--- config.mk ---
export PLATFORM = sky130hd
export DESIGN_NAME = mult_div_unit
export DESIGN_NICKNAME = d
export VERILOG_FILES = /design/src/rtl/mdu_pkg.sv /design/src/rtl/mdu_divider.sv /design/src/rtl/mult_div_unit.sv
export SDC_FILE = /design/constraint.sdc
export NUM_CORES = 1
export LEC_CHECK = 0
export BUFFER_PORTS_ARGS = -buffer_cell sky130_fd_sc_hd__buf_2
export CAP_MARGIN = 20
export CORE_UTILIZATION = 30
export DETAILED_ROUTE_END_ITERATION = 10
export SYNTH_ARGS = -nofsm -noshare
export SYNTH_HDL_FRONTEND = slang
export SYNTH_SLANG_ARGS = --single-unit
--- constraint.sdc ---
create_clock -name CLK -period 3.5 [get_ports CLK]
set_clock_uncertainty 0.1 [all_clocks]
set_input_delay 0.175 -clock CLK [delete_from_list [all_inputs] [get_ports CLK]]
set_output_delay 0.175 -clock CLK [all_outputs]
set_load 0.02 [all_outputs]
--- src/rtl/mdu_pkg.sv ---
// Shared definitions for the iterative multiply/divide unit (mult_div_unit).
// Holds the default operand width, the MDU_OP encodings, the FSM state type
// and the divide-by-zero quotient constant.
package mdu_pkg;

    // Default operand width; HI and LO are each this wide.
    localparam int XLEN_DEFAULT = 32;

    // MDU_OP encodings (3'b11x are no-ops).
    localparam logic [2:0] MDU_OP_MULT  = 3'b000;
    localparam logic [2:0] MDU_OP_MULTU = 3'b001;
    localparam logic [2:0] MDU_OP_DIV   = 3'b010;
    localparam logic [2:0] MDU_OP_DIVU  = 3'b011;
    localparam logic [2:0] MDU_OP_MTHI  = 3'b100;
    localparam logic [2:0] MDU_OP_MTLO  = 3'b101;

    // Quotient returned for any divide by zero. Kept 64 bits wide so it can
    // be sliced for any XLEN up to 64.
    localparam logic [63:0] DIV0_QUOTIENT = '1;

    typedef enum logic [2:0] {
        IDLE,
        LOAD,
        ITER,
        FIX,
        DONE
    } mdu_state_t;

endpackage

--- src/rtl/mdu_divider.sv ---
// Restoring-divide step datapath for mult_div_unit: holds the divisor, the
// partial remainder and the quotient shift register. The quotient register
// starts out holding the dividend; each step shifts one dividend bit into the
// remainder and one quotient bit in from the right.
module mdu_divider
    import mdu_pkg::*;
#(
    parameter int XLEN = XLEN_DEFAULT
) (
    input  logic            clk,
    input  logic            rst_n,
    input  logic            load,
    input  logic            step,
    input  logic [XLEN-1:0] dividend,
    input  logic [XLEN-1:0] divisor,
    output logic [XLEN-1:0] rem,
    output logic [XLEN-1:0] quo
);

    logic [XLEN-1:0] divisor_q;
    logic [XLEN-1:0] rem_q;
    logic [XLEN-1:0] quo_q;
    logic [XLEN:0]   shifted;
    logic [XLEN:0]   diff;

    // Trial subtraction of the divisor from the shifted partial remainder.
    // NOTE: every signal written in always_comb is assigned on every path, so no latch is inferred.
    always_comb begin
        shifted = {rem_q, quo_q[XLEN-1]};
        diff    = shifted - {1'b0, divisor_q};
    end

    // Load operands, then restore or keep the trial difference one bit per step.
    // NOTE: sequential state uses non-blocking assignments so every register samples pre-edge values.
    always_ff @(posedge clk or negedge rst_n) begin
        if (!rst_n) begin
            divisor_q <= '0;
            rem_q     <= '0;
            quo_q     <= '0;
        end else if (load) begin
            divisor_q <= divisor;
            rem_q     <= '0;
            quo_q     <= dividend;
        end else if (step) begin
            if (!diff[XLEN]) begin
                rem_q <= diff[XLEN-1:0];
                quo_q <= {quo_q[XLEN-2:0], 1'b1};
            end else begin
                rem_q <= shifted[XLEN-1:0];
                quo_q <= {quo_q[XLEN-2:0], 1'b0};
            end
        end
    end

    assign rem = rem_q;
    assign quo = quo_q;

endmodule

--- src/rtl/mult_div_unit.sv ---
// Iterative multiply/divide unit with architectural HI/LO registers.
// MULT/MULTU use radix-2 shift-add, DIV/DIVU use restoring division
// (mdu_divider); both take XLEN iterations on magnitudes, and signs are
// applied in FIX. MTHI/MTLO write HI/LO directly when the unit is not busy.
// Optional feature macro: MDU_DIV0_FLAG_EN adds the DIV_BY_ZERO output.
module mult_div_unit
    import mdu_pkg::*;
#(
    parameter int XLEN = XLEN_DEFAULT
) (
    input  logic            CLK,
    input  logic            RESET,
    input  logic            MDU_START,
    input  logic [2:0]      MDU_OP,
    input  logic [XLEN-1:0] MDU_IN_1,
    input  logic [XLEN-1:0] MDU_IN_2,
    output logic            MDU_BUSY,
    output logic            MDU_DONE,
    output logic [XLEN-1:0] HI_OUT,
    output logic [XLEN-1:0] LO_OUT
`ifdef MDU_DIV0_FLAG_EN
    ,
    output logic            DIV_BY_ZERO
`endif
);

    localparam int CNT_W = $clog2(XLEN);

    mdu_state_t      state;
    logic [2:0]      op_q;
    logic [XLEN-1:0] a_raw;
    logic [XLEN-1:0] b_raw;
    logic [XLEN-1:0] mcand;
    logic [XLEN-1:0] p_hi;
    logic [XLEN-1:0] p_lo;
    logic [CNT_W-1:0] cnt;
    logic            prod_neg;
    logic            rem_neg;
    logic            div_zero;
    logic            busy_q;
    logic            done_q;
    logic            div0_flag;
    logic [XLEN-1:0] hi_q;
    logic [XLEN-1:0] lo_q;

    logic            is_signed;
    logic            is_div;
    logic [XLEN-1:0] a_abs;
    logic [XLEN-1:0] b_abs;
    logic [XLEN:0]   mul_sum;
    logic [2*XLEN-1:0] prod_fix;
    logic [XLEN-1:0] div_rem;
    logic [XLEN-1:0] div_quo;
    logic            div_load;
    logic            div_step;

    // Decode the latched op and form operand magnitudes and the signed product.
    always_comb begin
        is_signed = ~op_q[0];
        is_div    = op_q[1];
        a_abs     = (is_signed && a_raw[XLEN-1]) ? -a_raw : a_raw;
        b_abs     = (is_signed && b_raw[XLEN-1]) ? -b_raw : b_raw;
        mul_sum   = {1'b0, p_hi} + (p_lo[0] ? {1'b0, mcand} : '0);
        prod_fix  = prod_neg ? -{p_hi, p_lo} : {p_hi, p_lo};
        div_load  = (state == LOAD) && is_div;
        div_step  = (state == ITER) && is_div;
    end

    mdu_divider #(.XLEN(XLEN)) u_divider (
        .clk      (CLK),
        .rst_n    (RESET),
        .load     (div_load),
        .step     (div_step),
        .dividend (a_abs),
        .divisor  (b_abs),
        .rem      (div_rem),
        .quo      (div_quo)
    );

    // Control FSM, multiplier shift-add and HI/LO writeback.
    // NOTE: datapath registers are reset too, so an aborted op leaves no stale partial results.
    always_ff @(posedge CLK or negedge RESET) begin
        if (!RESET) begin
            state     <= IDLE;
            op_q      <= '0;
            a_raw     <= '0;
            b_raw     <= '0;
            mcand     <= '0;
            p_hi      <= '0;
            p_lo      <= '0;
            cnt       <= '0;
            prod_neg  <= 1'b0;
            rem_neg   <= 1'b0;
            div_zero  <= 1'b0;
            busy_q    <= 1'b0;
            done_q    <= 1'b0;
            div0_flag <= 1'b0;
            hi_q      <= '0;
            lo_q      <= '0;
        end else begin
            done_q <= 1'b0;
            case (state)
                IDLE, DONE: begin
                    state <= IDLE;
                    if (MDU_START) begin
                        case (MDU_OP)
                            MDU_OP_MULT, MDU_OP_MULTU, MDU_OP_DIV, MDU_OP_DIVU: begin
                                op_q      <= MDU_OP;
                                a_raw     <= MDU_IN_1;
                                b_raw     <= MDU_IN_2;
                                busy_q    <= 1'b1;
                                div0_flag <= 1'b0;
                                state     <= LOAD;
                            end
                            MDU_OP_MTHI: hi_q <= MDU_IN_1;
                            MDU_OP_MTLO: lo_q <= MDU_IN_1;
                            default: ;
                        endcase
                    end
                end
                LOAD: begin
                    mcand    <= a_abs;
                    p_hi     <= '0;
                    p_lo     <= b_abs;
                    cnt      <= '0;
                    prod_neg <= is_signed && (a_raw[XLEN-1] ^ b_raw[XLEN-1]);
                    rem_neg  <= is_signed && a_raw[XLEN-1];
                    div_zero <= (b_raw == '0);
                    state    <= ITER;
                end
                ITER: begin
                    if (!is_div) begin
                        p_hi <= mul_sum[XLEN:1];
                        p_lo <= {mul_sum[0], p_lo[XLEN-1:1]};
                    end
                    cnt <= cnt + 1'b1;
                    if (cnt == CNT_W'(XLEN - 1)) begin
                        state <= FIX;
                    end
                end
                FIX: begin
                    if (!is_div) begin
                        hi_q <= prod_fix[2*XLEN-1:XLEN];
                        lo_q <= prod_fix[XLEN-1:0];
                    end else if (div_zero) begin
                        hi_q      <= a_raw;
                        lo_q      <= DIV0_QUOTIENT[XLEN-1:0];
                        div0_flag <= 1'b1;
                    end else begin
                        // Quotient sign is the XOR of operand signs, as for the product.
                        hi_q <= rem_neg  ? -div_rem : div_rem;
                        lo_q <= prod_neg ? -div_quo : div_quo;
                    end
                    busy_q <= 1'b0;
                    done_q <= 1'b1;
                    state  <= DONE;
                end
                default: state <= IDLE;
            endcase
        end
    end

    assign MDU_BUSY = busy_q;
    assign MDU_DONE = done_q;
    assign HI_OUT   = hi_q;
    assign LO_OUT   = lo_q;

`ifdef MDU_DIV0_FLAG_EN
    assign DIV_BY_ZERO = div0_flag;
`else
    // Flag register only observable when the feature is built in.
    logic unused_div0;
    assign unused_div0 = div0_flag;
`endif

endmodule

* Word level (Yosys, flattened, before mapping) *
Index checks and enable logic that the tools add are counted.

cells by class
  reductions and logical operators = 18
  magnitude comparators = 0
  bitwise logic cells = 2
  $mul = 0
  equality and inequality tests = 16
  shift-type cells = 0
  $add $sub $neg = 8
  div/mod/pow operators = 0
  multiplexer cells = 35

operators with widths
  kind                 number
  $mux 32              20
  $pmux 32 s2          4
  $neg 32->32          4
  $mux 64              1
  $neg 64->64          1
  $add 32x32->33       1
  $sub 33x32->33       1
  $logic_not 32->1     1
  $eq 3x2->1 const B   4
  $pmux 3 s4           1
  $reduce_and 3->1     4
  $pmux 5 s2           1
  $eq 3x3->1 const B   3
  $ne 2x1->1 const B   4
  $eq 3x1->1 const B   2
  $logic_not 3->1      2
  $mux 1               6
  $reduce_bool 2->1    3
  $add 5x1->5 const B  1
  $eq 5x5->1 const B   1
  $logic_and 1x1->1    5
  $ne 2x2->1 const B   2
  $reduce_or 4->1      1
  $mux 3               1
  5 further kinds      5

storage, ports and cells
  RAM bits = 0
  input port bits = 70
  flip-flop bits (word level) = 335
  bits in latches = 0
  memories kept = 0
  output and inout bits = 66
  ROM bits = 0

* Depth between registers and ports, before layout *
Gate-level depths: netlist of the first run.

  depth after elaboration = 5
  gate-level depth with buffers = 15
  mapped depth without buffers = 13

* By module *
A second synthesis of the first run with hierarchy kept.

second synthesis, totals
  cells, all modules = 2590
  area total of the unflattened synthesis = 22411.5 um^2

modules (own cells, without submodules)
  module         times used  cells an instance  area an instance (um^2)  seq. area each (um^2)
  mult_div_unit  1           1877               16321.9                  5980.7
  mdu_divider    1           713                6089.6                   2402.3

* Least setup slack after synthesis of the first run *
OpenSTA, ideal clock, no wires.

  path kind = flip-flop to flip-flop
  from = register u_divider.quo_q[31] (netlist: u_divider.quo[31])
  to = register u_divider.rem_q[17] (netlist: u_divider.rem[17])
  data arrival time = 3.142 ns
  data required time = 3.267 ns
  clock period less this slack = 3.375 ns
  cell stages (with the launch flop) = 15
  path buffers = 2
  slack = 0.125 ns
  cell sequence = dfrtp_1 -> inv_1 -> ha_1 -> fa_1 -> nand2b_1 -> a21oi_1 -> o21ba_2 -> a21oi_1 -> o31a_1 -> a21o_1 -> a311oi_1 -> buf_2 -> buf_2 -> mux2i_1 -> o21ai_0

between the ends
  longest elaborated chain between the ends = 4

RTL lines
  element                   line               source
  start: declaration        mdu_divider.sv:22  logic [XLEN-1:0] quo_q;
  start signal: assignment  mdu_divider.sv:43  quo_q <= dividend;
  start signal: assignment  mdu_divider.sv:47  quo_q <= {quo_q[XLEN-2:0], 1'b1};
  start signal: assignment  mdu_divider.sv:50  quo_q <= {quo_q[XLEN-2:0], 1'b0};
  $sub 33x32->33            mdu_divider.sv:30  diff = shifted - {1'b0, divisor_q};
  $mux 32                   mdu_divider.sv:45  if (!diff[XLEN]) begin
  $mux 32                   mdu_divider.sv:44  end else if (step) begin
  $mux 32                   mdu_divider.sv:40  end else if (load) begin
  end signal: assignment    mdu_divider.sv:46  rem_q <= diff[XLEN-1:0];
  end signal: assignment    mdu_divider.sv:49  rem_q <= shifted[XLEN-1:0];
  end: declaration          mdu_divider.sv:21  logic [XLEN-1:0] rem_q;

Every way passes these cells. The select of a mux whose other input is x is not followed.
A chain may end at the register's enable or synchronous reset.

* Worst setup path after layout of the first run *
  from = register p_hi[7]
  to = register hi_q[26] (netlist: HI_OUT[26])

between the ends
  longest elaborated chain between the ends = 4

RTL lines
  element                   line                  source
  start: declaration        mult_div_unit.sv:34   logic [XLEN-1:0] p_hi;
  start signal: assignment  mult_div_unit.sv:133  p_hi <= mul_sum[XLEN:1];
  $neg 64->64               mult_div_unit.sv:64   prod_fix = prod_neg ? -{p_hi, p_lo} : {p_hi, p_lo};
  $mux 64                   mult_div_unit.sv:64
  $mux 32                   mult_div_unit.sv:142  if (!is_div) begin
  $pmux 32 s2               mult_div_unit.sv:102  case (state)
  end signal: assignment    mult_div_unit.sv:143  hi_q <= prod_fix[2*XLEN-1:XLEN];
  end signal: assignment    mult_div_unit.sv:146  hi_q <= a_raw;
  end signal: assignment    mult_div_unit.sv:151  hi_q <= rem_neg ? -div_rem : div_rem;
  end: declaration          mult_div_unit.sv:43   logic [XLEN-1:0] hi_q;

Every way passes these cells.

==> results of run 1 <==
-- cells in the mapped netlist (5+ instances only) --
master      n  area [sq um]
mux2i_1    46           460
dfrtp_1   335          8380
nor3_1     29           145
or4_1      21           158
a21boi_0    5          37.5
xnor2_1   147          1290
nor2b_1     9          56.3
a31oi_1    42           263
xor2_1     83           727
nand3b_1    6          45.0
or3_1      23           144
clkbuf_1  129           484
or2_2       5          31.3
o22ai_1    17           106
o21a_1     21           158
a21o_1     40           300
nand2_1   319          1200
and2_1     36           225
o41ai_1    23           201
mux2_2     59           664
inv_1      68           255
a221oi_1    5          43.8
and3_1      5          31.3
o221ai_1   30           263
a211oi_1    7          52.6
o21ai_0   294          1470
a21oi_1   171           856
buf_1      11          41.3
o31ai_1    39           293
nand2b_1   31           194
nor4_1     21           131
ha_1       71           888
nand3_1    55           275
buf_2       6          30.0
nand4_1    22           138
o21bai_1    5          37.5
o211ai_1   27           203
nor2_1    190           713
nor4_2      5          62.6
-- state kept, by name, indices dropped and copies added (netlist names), 2 cells and up --
register             count
u_divider.divisor_q     32
op_q                     2
b_raw                   32
state                    3
u_divider.rem           32
HI_OUT                  32
cnt                      5
LO_OUT                  32
mcand                   32
a_raw                   32
p_lo                    32
u_divider.quo           32
p_hi                    32
-- timing repair --
item | CTS | global route
hold buffers | 67 | 0
pin swaps | 0 | 2
hold endpoints to repair | 198 | 0
gates resized for setup | 1 | 13
buffers inserted | 0 | 1
setup endpoints to repair | 5 | 40
-- cells in the final DEF, fill, tap and decap left out, types with 7 or more instances in the layout --
| cell type | n |
|---|---|
| a21oi_1 | 169 |
| nor2b_1 | 8 |
| dlygate4sd3_1 | 67 |
| buf_12 | 8 |
| nor3_1 | 28 |
| dfrtp_1 | 331 |
| o31ai_1 | 39 |
| inv_1 | 68 |
| and2_1 | 36 |
| nand2b_1 | 30 |
| o22ai_1 | 17 |
| nor2_1 | 190 |
| o221ai_1 | 30 |
| mux2_2 | 59 |
| or4_1 | 21 |
| xnor2_1 | 146 |
| a31oi_1 | 42 |
| ha_1 | 71 |
| nand3_1 | 55 |
| clkbuf_16 | 43 |
| a21o_1 | 40 |
| buf_2 | 134 |
| o21a_1 | 21 |
| clkbuf_8 | 7 |
| nand4_1 | 22 |
| o21ai_0 | 291 |
| clkinv_2 | 7 |
| or3_1 | 23 |
| buf_4 | 129 |
| mux2i_1 | 46 |
| xor2_1 | 83 |
| nor4_1 | 21 |
| nand2_1 | 315 |
| o41ai_1 | 23 |
| o211ai_1 | 27 |
-- worst reg2reg max path, stage by stage, from the launching register on --
cell	delay [ns]
dfrtp_1	0.50
or4_4	0.48
or2_1	0.26
or3_4	0.38
or4_4	0.64
nand2_2	0.09
o21ai_1	0.06
a2111oi_1	0.52
a21oi_1	0.08
a2bb2oi_1	0.15
-- how the worst min path moves through the flow --
stage | start | to | cells after the start
after floorplan | RESET | HI_OUT[0] | 0
after global placement | RESET | mcand[30] | 1
after detailed placement | RESET | mcand[27] | 1
after CTS | RESET | mcand[30] | 2
after global routing | RESET | mcand[30] | 2
final | RESET | HI_OUT[20] | 2
-- final cells by class --
type / count / area, sq um / share of cell area (%)
clock inverter: 19 / 220 / 0.835
clock buffer: 56 / 1190 / 4.53
multi-input combinational: 1981 / 12600 / 47.9
timing repair buffer: 339 / 2480 / 9.42
antenna: 1 / 2.50 / 0.00948
inverter: 70 / 263 / 0.996
sequential: 335 / 8390 / 31.8
tap: 950 / 1190 / 4.51
-- metrics by stage --
stage	hold WS, ns	total power, mW	cells	utilization (%)
3_5_place_dp	0.146	23.3	3607	33.8
4_1_cts	0.164	28.0	3749	36.8
6_report	0.124	28.3	3751	36.8
2_1_floorplan	-0.221	17.7	2534	-
3_3_place_gp	0.127	23.2	3607	33.8
5_1_grt	0.178	30.2	3750	36.8
-- power groups by stage --
stage	combinational [mW]	clock [mW]	sequential [mW]
final	15.9	4.55	7.83
after global routing	17.4	4.77	8.06
after CTS	15.6	4.62	7.77
after detailed placement	15.5	0	7.82
after global placement	15.4	0	7.80
after floorplan	10.2	0	7.53
-- cells by family after synthesis --
logic type	share of synthesized area [%]
xor+xnor	9.26
flops	38.5
buf+inv	3.85
fa+ha+maj	4.27
compound gates	21.6
simple gates	17.3
mux	5.17
-- layer usage --
layer | wire length (microns) | part of all wire, % | vias to the layer above | global-route usage (%)
li1 | - | - | 9561 | -
met1 | 35100 | 45 | 9749 | 29.9
met2 | 33400 | 43 | 867 | 30.9
met3 | 6630 | 8.6 | 136 | 3.41
met4 | 2300 | 3.0 | 4 | 6.67
met5 | 39 | 0.050 | - | 0
==> results.md, run 1 <==
* Slowest-stage cell, CP: or4_4
* LEAKAGE at 11.1 nW
* Largest net degree at the start of global routing at 78
* Post-Syn Area at 21800 sq um
* H-tree Lvls at 2
* Clk pwr share at 16.1%
* Flop pwr share at 27.7%
* Die height at 271 microns
* Gr ovfl total at 0
* WL final at 77400 microns
* Final count of pins violating max slew at 0
* Worst skew pair latency at 0.59 ns
* Clk Tree Root Cell: clkbuf_16
* Seq/Total Area, Yosys at 38.5%
* Status: finished, final reports clean
* I/O Pins at 136
* Final TNS setup at 0 ns
* Nets at 2912
* CP Cell Sequence: or4_4 > or2_1 > or3_4 > or4_4 > nand2_2 > o21ai_1 > a2111oi_1 > a21oi_1 > a2bb2oi_1
* Clock transition at path regs at 0.06 ns
* Routed len/inst at 20.6 microns
* Fill cell count at 7323
* Vias in the first global route at 18900
* Critical Path End: HI_OUT[26]
* Fin crit period at 3.37 ns
* Worst slew pin tran at 1.03 ns
* Critical path arrival at 3.73 ns
* Critical path buffers and inverters at 0
* CTS tree: done
* Initial antenna violation count at 4
* Clock buffer depth at 3
* GRT Util Overall at 20.6%
* Startpoint Class: flip-flop
* ANT nets after route at 0
* Worst hold path class: in -> async
* Net load switching power at 13.4 mW
* Layout cells sized above 1 at 16.0%
* YS warnings at 0
* Final setup fails at 0
* Remaining DRCs at 0
* Ys async rst share at 100%
* Switching share of power at 47.5%
* Max stage delay on crit path at 0.64 ns
* Drt first-iter violations at 2284
* Power Density at 1070 nW/um^2
* EDFF count, synth at 0
* Critical Path RT at 3.86 ns
* Seq cells post-synth at 335
* WP depth at 9
* Reg2reg end: HI_OUT[26]
* MaxCap Viol Count at 0
* Row Count at 98
* Kind of cell adding the most delay to the critical path: simple AND/OR/NAND/NOR gates
* Internal at 14.8 mW
* Top_reg_cell synth: dfrtp_1
* Fmax at 296 MHz
* First-pass detailed-route iteration total at 6
* Count of cell types in the netlist at 76
* WS Path Type: reg -> reg
* Worst vdd ir at 0.538 mV
* Port Buffers at 135
* Final HPWL DP at 57900 microns
* Starting density of the core at 30.4%
* Core area at 71600 sq um
* Die area at 73600 sq um
* FF-to-FF setup slack at 0.13 ns
* First-pass GRT wire length at 118000 microns
* CP max FO at 8
* Rel. slew slack at 31.2%
* Final Hold Vio Count at 0
* CP Launch Point: p_hi[7]
* TritonCTS buffer count at 42
* Vias at 20300
* Placed inst area at 24200 sq um
* DIE WIDTH at 271 microns
* R2r startpoint: p_hi[7]
* Syn avg cell area at 8.58 sq um
* Dpl ws at 0.0268 ns
* Cell mode on critical path: or4_4
* RSZ-0062 raised after global routing: false
* Setup crit end kind: flip-flop
* Period utilization at 96.4%
* Placer Congestion at 0.953
* Synthesized instance count at 2534
* Post-Syn Nets at 2677
* Via density at 5.42
* Gate power share at 56.2%
* Syn-to-layout area delta at 21.3%
* Final instance area at 26400 sq um
* R2R cell count at 9
* CTS sink cnt at 335
* Setup slack after layout at 0.126 ns
Power figures use the tool's default switching activity.
==> run 2: changes to the inputs <==
--- a/config.mk
+++ b/config.mk
@@ -9,6 +9,7 @@
 export CAP_MARGIN = 20
 export CORE_UTILIZATION = 30
 export DETAILED_ROUTE_END_ITERATION = 10
+export SKIP_CTS_REPAIR_TIMING = 1
 export SYNTH_ARGS = -nofsm -noshare
 export SYNTH_HDL_FRONTEND = slang
 export SYNTH_SLANG_ARGS = --single-unit
==> constraint.sdc (replaced) <==
create_clock -name CLK -period 4.3 [get_ports CLK]
set_clock_uncertainty 0.1 [all_clocks]
set_input_delay 0.215 -clock CLK [delete_from_list [all_inputs] [get_ports CLK]]
set_output_delay 0.215 -clock CLK [all_outputs]
set_load 0.02 [all_outputs]
==> run 2 against run 1 <==
  * Global-route usage is 0.41 points lower
  * Cell area is 2.9% lower
  * Combinational power is 25% lower
  * Routed wire length decreased by 1.2%
  * Cell count fell by 2.5%
  * Via count fell by 2.2%
  * Fmax shrank 12%
  * Sequential power is 16% lower
  * Clock power shrank 20%
  * Sequential cell count stayed put
  * First-iteration DRC count is 1.4% lower
  * Largest cell class unchanged
  * Largest power group unchanged
==> results.md, run 2 (synthesized netlist as in run 1, its figures left out) <==
* Initial antenna violation count at 2 (was 4)
* ANT nets after route at 0 (unchanged)
* Startpoint Class: flip-flop (unchanged)
* MaxCap Viol Count at 0 (unchanged)
* Fin crit period at 3.83 ns (was 3.37 ns)
* Worst slew pin tran at 1.07 ns (was 1.03 ns)
* Gr ovfl total at 0 (unchanged)
* Routed len/inst at 20.9 microns (was 20.6 microns)
* TritonCTS buffer count at 40 (was 42)
* Drt first-iter violations at 2252 (was 2284)
* First-pass GRT wire length at 115000 microns (was 118000 microns)
* Final Hold Vio Count at 0 (unchanged)
* Clk Tree Root Cell: clkbuf_16 (unchanged)
* LEAKAGE at 10.6 nW (was 11.1 nW)
* Worst skew pair latency at 0.58 ns (was 0.59 ns)
* Clock buffer depth at 3 (unchanged)
* Vias at 19900 (was 20300)
* Remaining DRCs at 0 (unchanged)
* Setup crit end kind: flip-flop (unchanged)
* Switching share of power at 48.0% (was 47.5%)
* Gate power share at 53.9% (was 56.2%)
* Final count of pins violating max slew at 0 (unchanged)
* Dpl ws at 0.479 ns (was 0.0268 ns)
* Clk pwr share at 16.4% (was 16.1%)
* DIE WIDTH at 271 microns (unchanged)
* Row Count at 98 (unchanged)
* CTS sink cnt at 335 (unchanged)
* I/O Pins at 136 (unchanged)
* Largest net degree at the start of global routing at 83 (was 78)
* CP max FO at 24 (was 8)
* Rel. slew slack at 28.7% (was 31.2%)
* Clock transition at path regs at 0.06 ns (about the same)
* Final TNS setup at 0 ns (unchanged)
* Worst hold path class: in -> async (unchanged)
* Power Density at 867 nW/um^2 (was 1070 nW/um^2)
* Starting density of the core at 30.4% (unchanged)
* Placer Congestion at 0.969 (was 0.953)
* RSZ-0062 raised after global routing: false (unchanged)
* Fmax at 261 MHz (was 296 MHz)
* Die area at 73600 sq um (unchanged)
* Flop pwr share at 29.7% (was 27.7%)
* CTS tree: done (unchanged)
* Syn-to-layout area delta at 17.8% (was 21.3%)
* Critical Path RT at 4.65 ns (was 3.86 ns)
* Worst vdd ir at 0.423 mV (was 0.538 mV)
* Die height at 271 microns (unchanged)
* Core area at 71600 sq um (unchanged)
* WS Path Type: reg -> reg (unchanged)
* Period utilization at 89.0% (was 96.4%)
* Critical path arrival at 4.18 ns (was 3.73 ns)
* Net load switching power at 10.7 mW (was 13.4 mW)
* WL final at 76500 microns (was 77400 microns)
* Final HPWL DP at 56500 microns (was 57900 microns)
* Setup slack after layout at 0.474 ns (was 0.126 ns)
* First-pass detailed-route iteration total at 5 (was 6)
* Nets at 2823 (was 2912)
* Layout cells sized above 1 at 12.9% (was 16.0%)
* Commonest non-fill, non-tap cell in the layout: dfrtp_1 (unchanged)
* Leading cell types in the layout, fill and taps excluded: 332 x dfrtp_1, 315 x nand2_1, 294 x o21ai_0, 190 x nor2_1, 170 x a21oi_1 (was 331 x dfrtp_1, 315 x nand2_1, 291 x o21ai_0, 190 x nor2_1, 169 x a21oi_1)
* GRT Util Overall at 20.2% (was 20.6%)
* Port Buffers at 135 (unchanged)
* H-tree Lvls at 2 (unchanged)
* Status: finished, final reports clean (unchanged)
* Vias in the first global route at 18300 (was 18900)
* Final setup fails at 0 (unchanged)
* Internal at 11.6 mW (was 14.8 mW)
* Via density at 5.43 (was 5.42)
[run 2: cell types whose count changed in the layout (fill, tap and decap cells not counted), moves of 2 or more]
cell / before / now
buf_4: 129 / 44
clkinvlp_4: 4 / 2
buf_12: 8 / 6
clkinv_2: 7 / 5
o21ai_1: 5 / 3
inv_6: 3 / 0
o21ai_0: 291 / 294
[run 2: final timing paths]
path | cells past startpoint | slack [ns] | endpoint | startpoint
max in group asynchronous | 3 | 3.01 | p_hi[3] | RESET
worst min-delay path | 2 | 0.13 | mcand[27] | RESET
worst max-delay path | 12 | 0.47 | p_hi[31] | p_lo[0]
worst min register to register | 1 | 0.37 | mcand[6] | mcand[6]
min in group CLK | 4 | 0.20 | a_raw[0] | MDU_OP[2]
worst max register to register | 12 | 0.47 | p_hi[31] | p_lo[0]
[run 2: layer usage]
| layer | track usage [%] | wire, microns | up-vias |
|---|---|---|---|
| li1 | - | - | 9360 |
| met1 | 28.6 | 34600 | 9546 |
| met2 | 29.8 | 32300 | 850 |
| met3 | 5.29 | 7390 | 120 |
| met4 | 6.18 | 2160 | 0 |
| met5 | 0 | 0 | - |
[run 2: power groups by stage]
stage | Combinational [mW] | Clock, mW | Sequential, mW
3_5_place_dp | 11.8 | 0 | 6.58
5_1_grt | 13.2 | 3.80 | 6.77
3_3_place_gp | 11.7 | 0 | 6.56
6_report | 12.0 | 3.64 | 6.59
2_1_floorplan | 8.32 | 0 | 6.13
4_1_cts | 11.8 | 3.69 | 6.53
[run 2: critical path, stage by stage (launching register included)]
cell and delay [ns]:
dfrtp_1 0.65, buf_4 0.31, and2_1 0.15, ha_1 0.28, a21oi_1 0.33, o221ai_1 0.15, o221a_2 0.25, or3_1 0.30
o21ai_0 0.33, o211ai_1 0.16, a31oi_1 0.28, nor2b_1 0.08, o41a_1 0.32
[run 2: layout make-up]
type	instances	area, sq um
Multi-Input combinational cell	1981	12600
Timing Repair Buffer	252	1810
Antenna cell	1	2.50
Tap cell	950	1190
Fill cell	7396	46000
Inverter	70	263
Clock buffer	56	1170
Clock inverter	13	206
Sequential cell	335	8390
[run 2: stage by stage]
step	cell area, sq um	hold WS, ns	total power [mW]	cells	utilization (%)
2_1_floorplan	21800	-0.181	14.4	2534	-
3_3_place_gp	23600	0.169	18.2	3521	32.9
3_5_place_dp	23600	0.167	18.3	3521	32.9
4_1_cts	24900	-0.453	22.0	3590	34.8
5_1_grt	25600	0.199	23.7	3657	35.8
6_report	25600	0.134	22.2	3658	35.8
==> run 3: changes to the inputs <==
--- a/config.mk
+++ b/config.mk
@@ -7,9 +7,11 @@
 export LEC_CHECK = 0
 export BUFFER_PORTS_ARGS = -buffer_cell sky130_fd_sc_hd__buf_2
 export CAP_MARGIN = 20
+export CORE_ASPECT_RATIO = 1.5
 export CORE_UTILIZATION = 30
 export DETAILED_ROUTE_END_ITERATION = 10
 export SKIP_CTS_REPAIR_TIMING = 1
 export SYNTH_ARGS = -nofsm -noshare
 export SYNTH_HDL_FRONTEND = slang
+export SYNTH_HIERARCHICAL = 1
 export SYNTH_SLANG_ARGS = --single-unit
==> run 3 against run 2 <==
  * Register-to-register slack about the same
  * Count of clock-buffer cells in the layout decreased by 9
  * Highest routed layer is now met5
  * Sequential cell count unchanged
  * Largest cell class unchanged
  * Fmax decreased by 0.33%
==> results.md, run 3 <==
* FF-to-FF setup slack at 0.46 ns (was 0.47 ns)
* Count of cell types in the netlist at 91 (was 76)
* Post-Syn Area at 22400 sq um (was 21800 sq um)
* Port Buffers at 135 (unchanged)
* EDFF count, synth at 0 (unchanged)
* I/O Pins at 136 (unchanged)
* Rel. slew slack at 23.1% (was 28.7%)
* Die height at 337 microns (was 271 microns)
* Worst slew pin tran at 1.15 ns (was 1.07 ns)
* Startpoint Class: flip-flop (unchanged)
* Placer Congestion at 0.935 (was 0.969)
* YS warnings at 6 (was 0)
* CTS sink cnt at 335 (unchanged)
* Largest net degree at the start of global routing at 112 (was 83)
* Clk Tree Root Cell: clkbuf_16 (unchanged)
* Drt first-iter violations at 1441 (was 2252)
* Critical path buffers and inverters at 2 (was 1)
* Placed Cells at 3616 (was 3521)
* Nets at 2872 (was 2823)
* Fmax at 260 MHz (was 261 MHz)
* DIE WIDTH at 225 microns (was 271 microns)
* Ys async rst share at 100% (unchanged)
* Setup slack after layout at 0.461 ns (was 0.474 ns)
* Leading area contributor after synthesis: dfrtp_1 (unchanged)
* CP Cell Sequence: inv_1 > ha_1 > inv_1 > fa_1 > a21o_1 > a311o_1 > a221oi_4 > a211oi_2 > o31a_1 > or2_1 > or4_1 > a311oi_1 (was buf_4 > and2_1 > ha_1 > a21oi_1 > o221ai_1 > o221a_2 > or3_1 > o21ai_0 > o211ai_1 > a31oi_1 > nor2b_1 > o41a_1)
* WL final at 80100 microns (was 76500 microns)
* Layout cells sized above 1 at 12.7% (was 12.9%)
* TritonCTS buffer count at 36 (was 40)
* Core area at 73900 sq um (was 71600 sq um)
* Remaining DRCs at 0 (unchanged)
* Reg2reg end: u_divider/rem[27] (was p_hi[31])
* Commonest non-fill, non-tap cell in the layout: nand2_1 (was dfrtp_1)
* Via density at 5.37 (was 5.43)
* GRT Util Overall at 20.8% (was 20.2%)
* Period utilization at 89.3% (was 89.0%)
* Clock buffer depth at 3 (unchanged)
* Status: finished, final reports clean (unchanged)
* Syn avg cell area at 8.65 sq um (was 8.58 sq um)
* Yosys top cell area share at 37.4% (was 38.5%)
* Critical path arrival at 4.20 ns (was 4.18 ns)
* Top cells by area, synth: dfrtp_1 37%, nand2_1 7.3%, o21ai_0 5.8% (was dfrtp_1 39%, o21ai_0 6.8%, xnor2_1 5.9%)
* Power Density at 860 nW/um^2 (was 867 nW/um^2)
* Post-Layout Cell Count at 3749 (was 3658)
* First-pass GRT wire length at 120000 microns (was 115000 microns)
* Initial antenna violation count at 3 (was 2)
* R2R cell count at 12 (unchanged)
* Kind of cell adding the most delay to the critical path: compound AO/OA/AOI/OAI gates (unchanged)
* RSZ-0062 raised after global routing: false (unchanged)
* Gr ovfl total at 0 (unchanged)
* Final Hold Vio Count at 0 (unchanged)
* Seq cells post-synth at 335 (unchanged)
* Final HPWL DP at 60000 microns (was 56500 microns)
* Post-Syn Nets at 2733 (was 2677)
* ANT nets after route at 0 (unchanged)
* CTS tree: done (unchanged)
* Final TNS setup at 0 ns (unchanged)
* Count leader, synth: nand2_1 (was dfrtp_1)
* WS Path Type: reg -> reg (unchanged)
* Setup crit end kind: flip-flop (unchanged)
* CP max FO at 5 (was 24)
* MaxCap Viol Count at 0 (unchanged)
* Cell mode on critical path: inv_1
* Slowest-stage cell, CP: or4_1 (was dfrtp_1)
* Critical Path RT at 4.66 ns (was 4.65 ns)
* Max stage delay on crit path at 0.52 ns (was 0.65 ns)
* Worst hold path class: in -> async (unchanged)
* Leading cell types in the layout, fill and taps excluded: 437 x nand2_1, 333 x dfrtp_1, 258 x o21ai_0, 137 x nor2_1, 134 x buf_2 (was 332 x dfrtp_1, 315 x nand2_1, 294 x o21ai_0, 190 x nor2_1, 170 x a21oi_1)
* Fin crit period at 3.84 ns (was 3.83 ns)
* WP depth at 12 (unchanged)
* Row Count at 122 (was 98)
* Hold WS at 0.0832 ns (was 0.134 ns)
* Clock transition at path regs at 0.07 ns (was 0.06 ns)
* Synthesized instance count at 2590 (was 2534)
* Fill cell count at 7643 (was 7396)
* Routed len/inst at 21.4 microns (was 20.9 microns)
* Final setup fails at 0 (unchanged)
* Starting density of the core at 30.3% (was 30.4%)
* LEAKAGE at 11.1 nW (was 10.6 nW)
* Critical Path End: u_divider/rem[27] (was p_hi[31])
* Dpl ws at 0.475 ns (was 0.479 ns)
* CP Launch Point: u_divider/quo[31] (was p_lo[0])
* First-pass detailed-route iteration total at 5 (unchanged)
* Worst skew pair latency at 0.56 ns (was 0.58 ns)
* R2r startpoint: u_divider/quo[31] (was p_lo[0])
* Syn-to-layout area delta at 15.9% (was 17.8%)
* Final count of pins violating max slew at 0 (unchanged)
* Pwr Total at 22.3 mW (was 22.2 mW)
* Worst vdd ir at 0.354 mV (was 0.423 mV)
* Seq/Total Area, Yosys at 37.4% (was 38.5%)
* Post-synth top cells: 437 x nand2_1, 335 x dfrtp_1, 258 x o21ai_0, 140 x nor2_1, 123 x a21oi_1 (was 335 x dfrtp_1, 319 x nand2_1, 294 x o21ai_0, 190 x nor2_1, 171 x a21oi_1)
* Vias in the first global route at 19600 (was 18300)
* Top_reg_cell synth: dfrtp_1 (unchanged)
* H-tree Lvls at 2 (unchanged)
* Die area at 75800 sq um (was 73600 sq um)
* Vias at 20100 (was 19900)
run 3: cell count changes after synthesis, sizes merged, moves of 21 or more:
| cell | change |
|---|---|
| nand2 | +117 |
| mux2i | +50 |
| a21oi | -49 |
| nor2 | -49 |
| o21ai | -36 |
| xnor2 | -34 |
| xor2 | +24 |
| a311oi | +21 |
| a31oi | -21 |
run 3: final cells by class:
| type | count | area, sq um | area share [%] |
|---|---|---|---|
| timing repair buffer | 251 | 1790 | 6.88 |
| multi-input combinational | 2026 | 13100 | 50.4 |
| clock inverter | 15 | 139 | 0.535 |
| antenna | 4 | 10.0 | 0.0385 |
| tap | 992 | 1240 | 4.78 |
| clock buffer | 47 | 1020 | 3.94 |
| sequential | 335 | 8390 | 32.3 |
| inverter | 79 | 297 | 1.14 |
run 3: layer usage:
metal / vias to the layer above / global-route usage (%) / part of all wire (%)
met5: - / 0 / 0.020
met2: 624 / 35.9 / 49
met4: 4 / 14.9 / 7.9
met1: 9763 / 23.5 / 38
met3: 222 / 2.63 / 4.7
li1: 9529 / - / -
run 3: metrics by stage:
stage               instance area, sq um  utilization [%]
finish                             26000             35.2
global route                       26000             35.2
CTS                                25300             34.2
detailed placement                 24100             32.7
global placement                   24100             32.7
floorplan                          22400                -
run 3: where the power goes:
part	internal, mW	switching, mW
Clock	1.80	1.40
Sequential	4.61	2.06
Combinational	4.84	7.63
run 3: cells by family (layout without fill, tap and decap cells):
| logic type | count (synthesis) | count (layout) | synth area share, % |
|---|---|---|---|
| and+or+nand+nor | 885 | 885 | 18.5 |
| xor gates and xnor gates | 220 | 220 | 8.60 |
| DFF | 335 | 335 | 37.4 |
| buffers and inverters | 229 | 392 | 4.28 |
| AOI/OAI and AO/OA | 690 | 690 | 19.7 |
| muxes | 158 | 158 | 7.40 |
| adders and majority gates | 73 | 73 | 4.14 |
| other | 0 | 4 | 0 |
run 3: worst min-delay path by stage:
stage               startpoint        end  cells past startpoint
floorplan                RESET  HI_OUT[0]                      0
global placement         RESET   MDU_DONE                      1
detailed placement       RESET   MDU_DONE                      1
CTS                      RESET   MDU_DONE                      1
global route             RESET   MDU_DONE                      2
finish                   RESET   MDU_DONE                      2
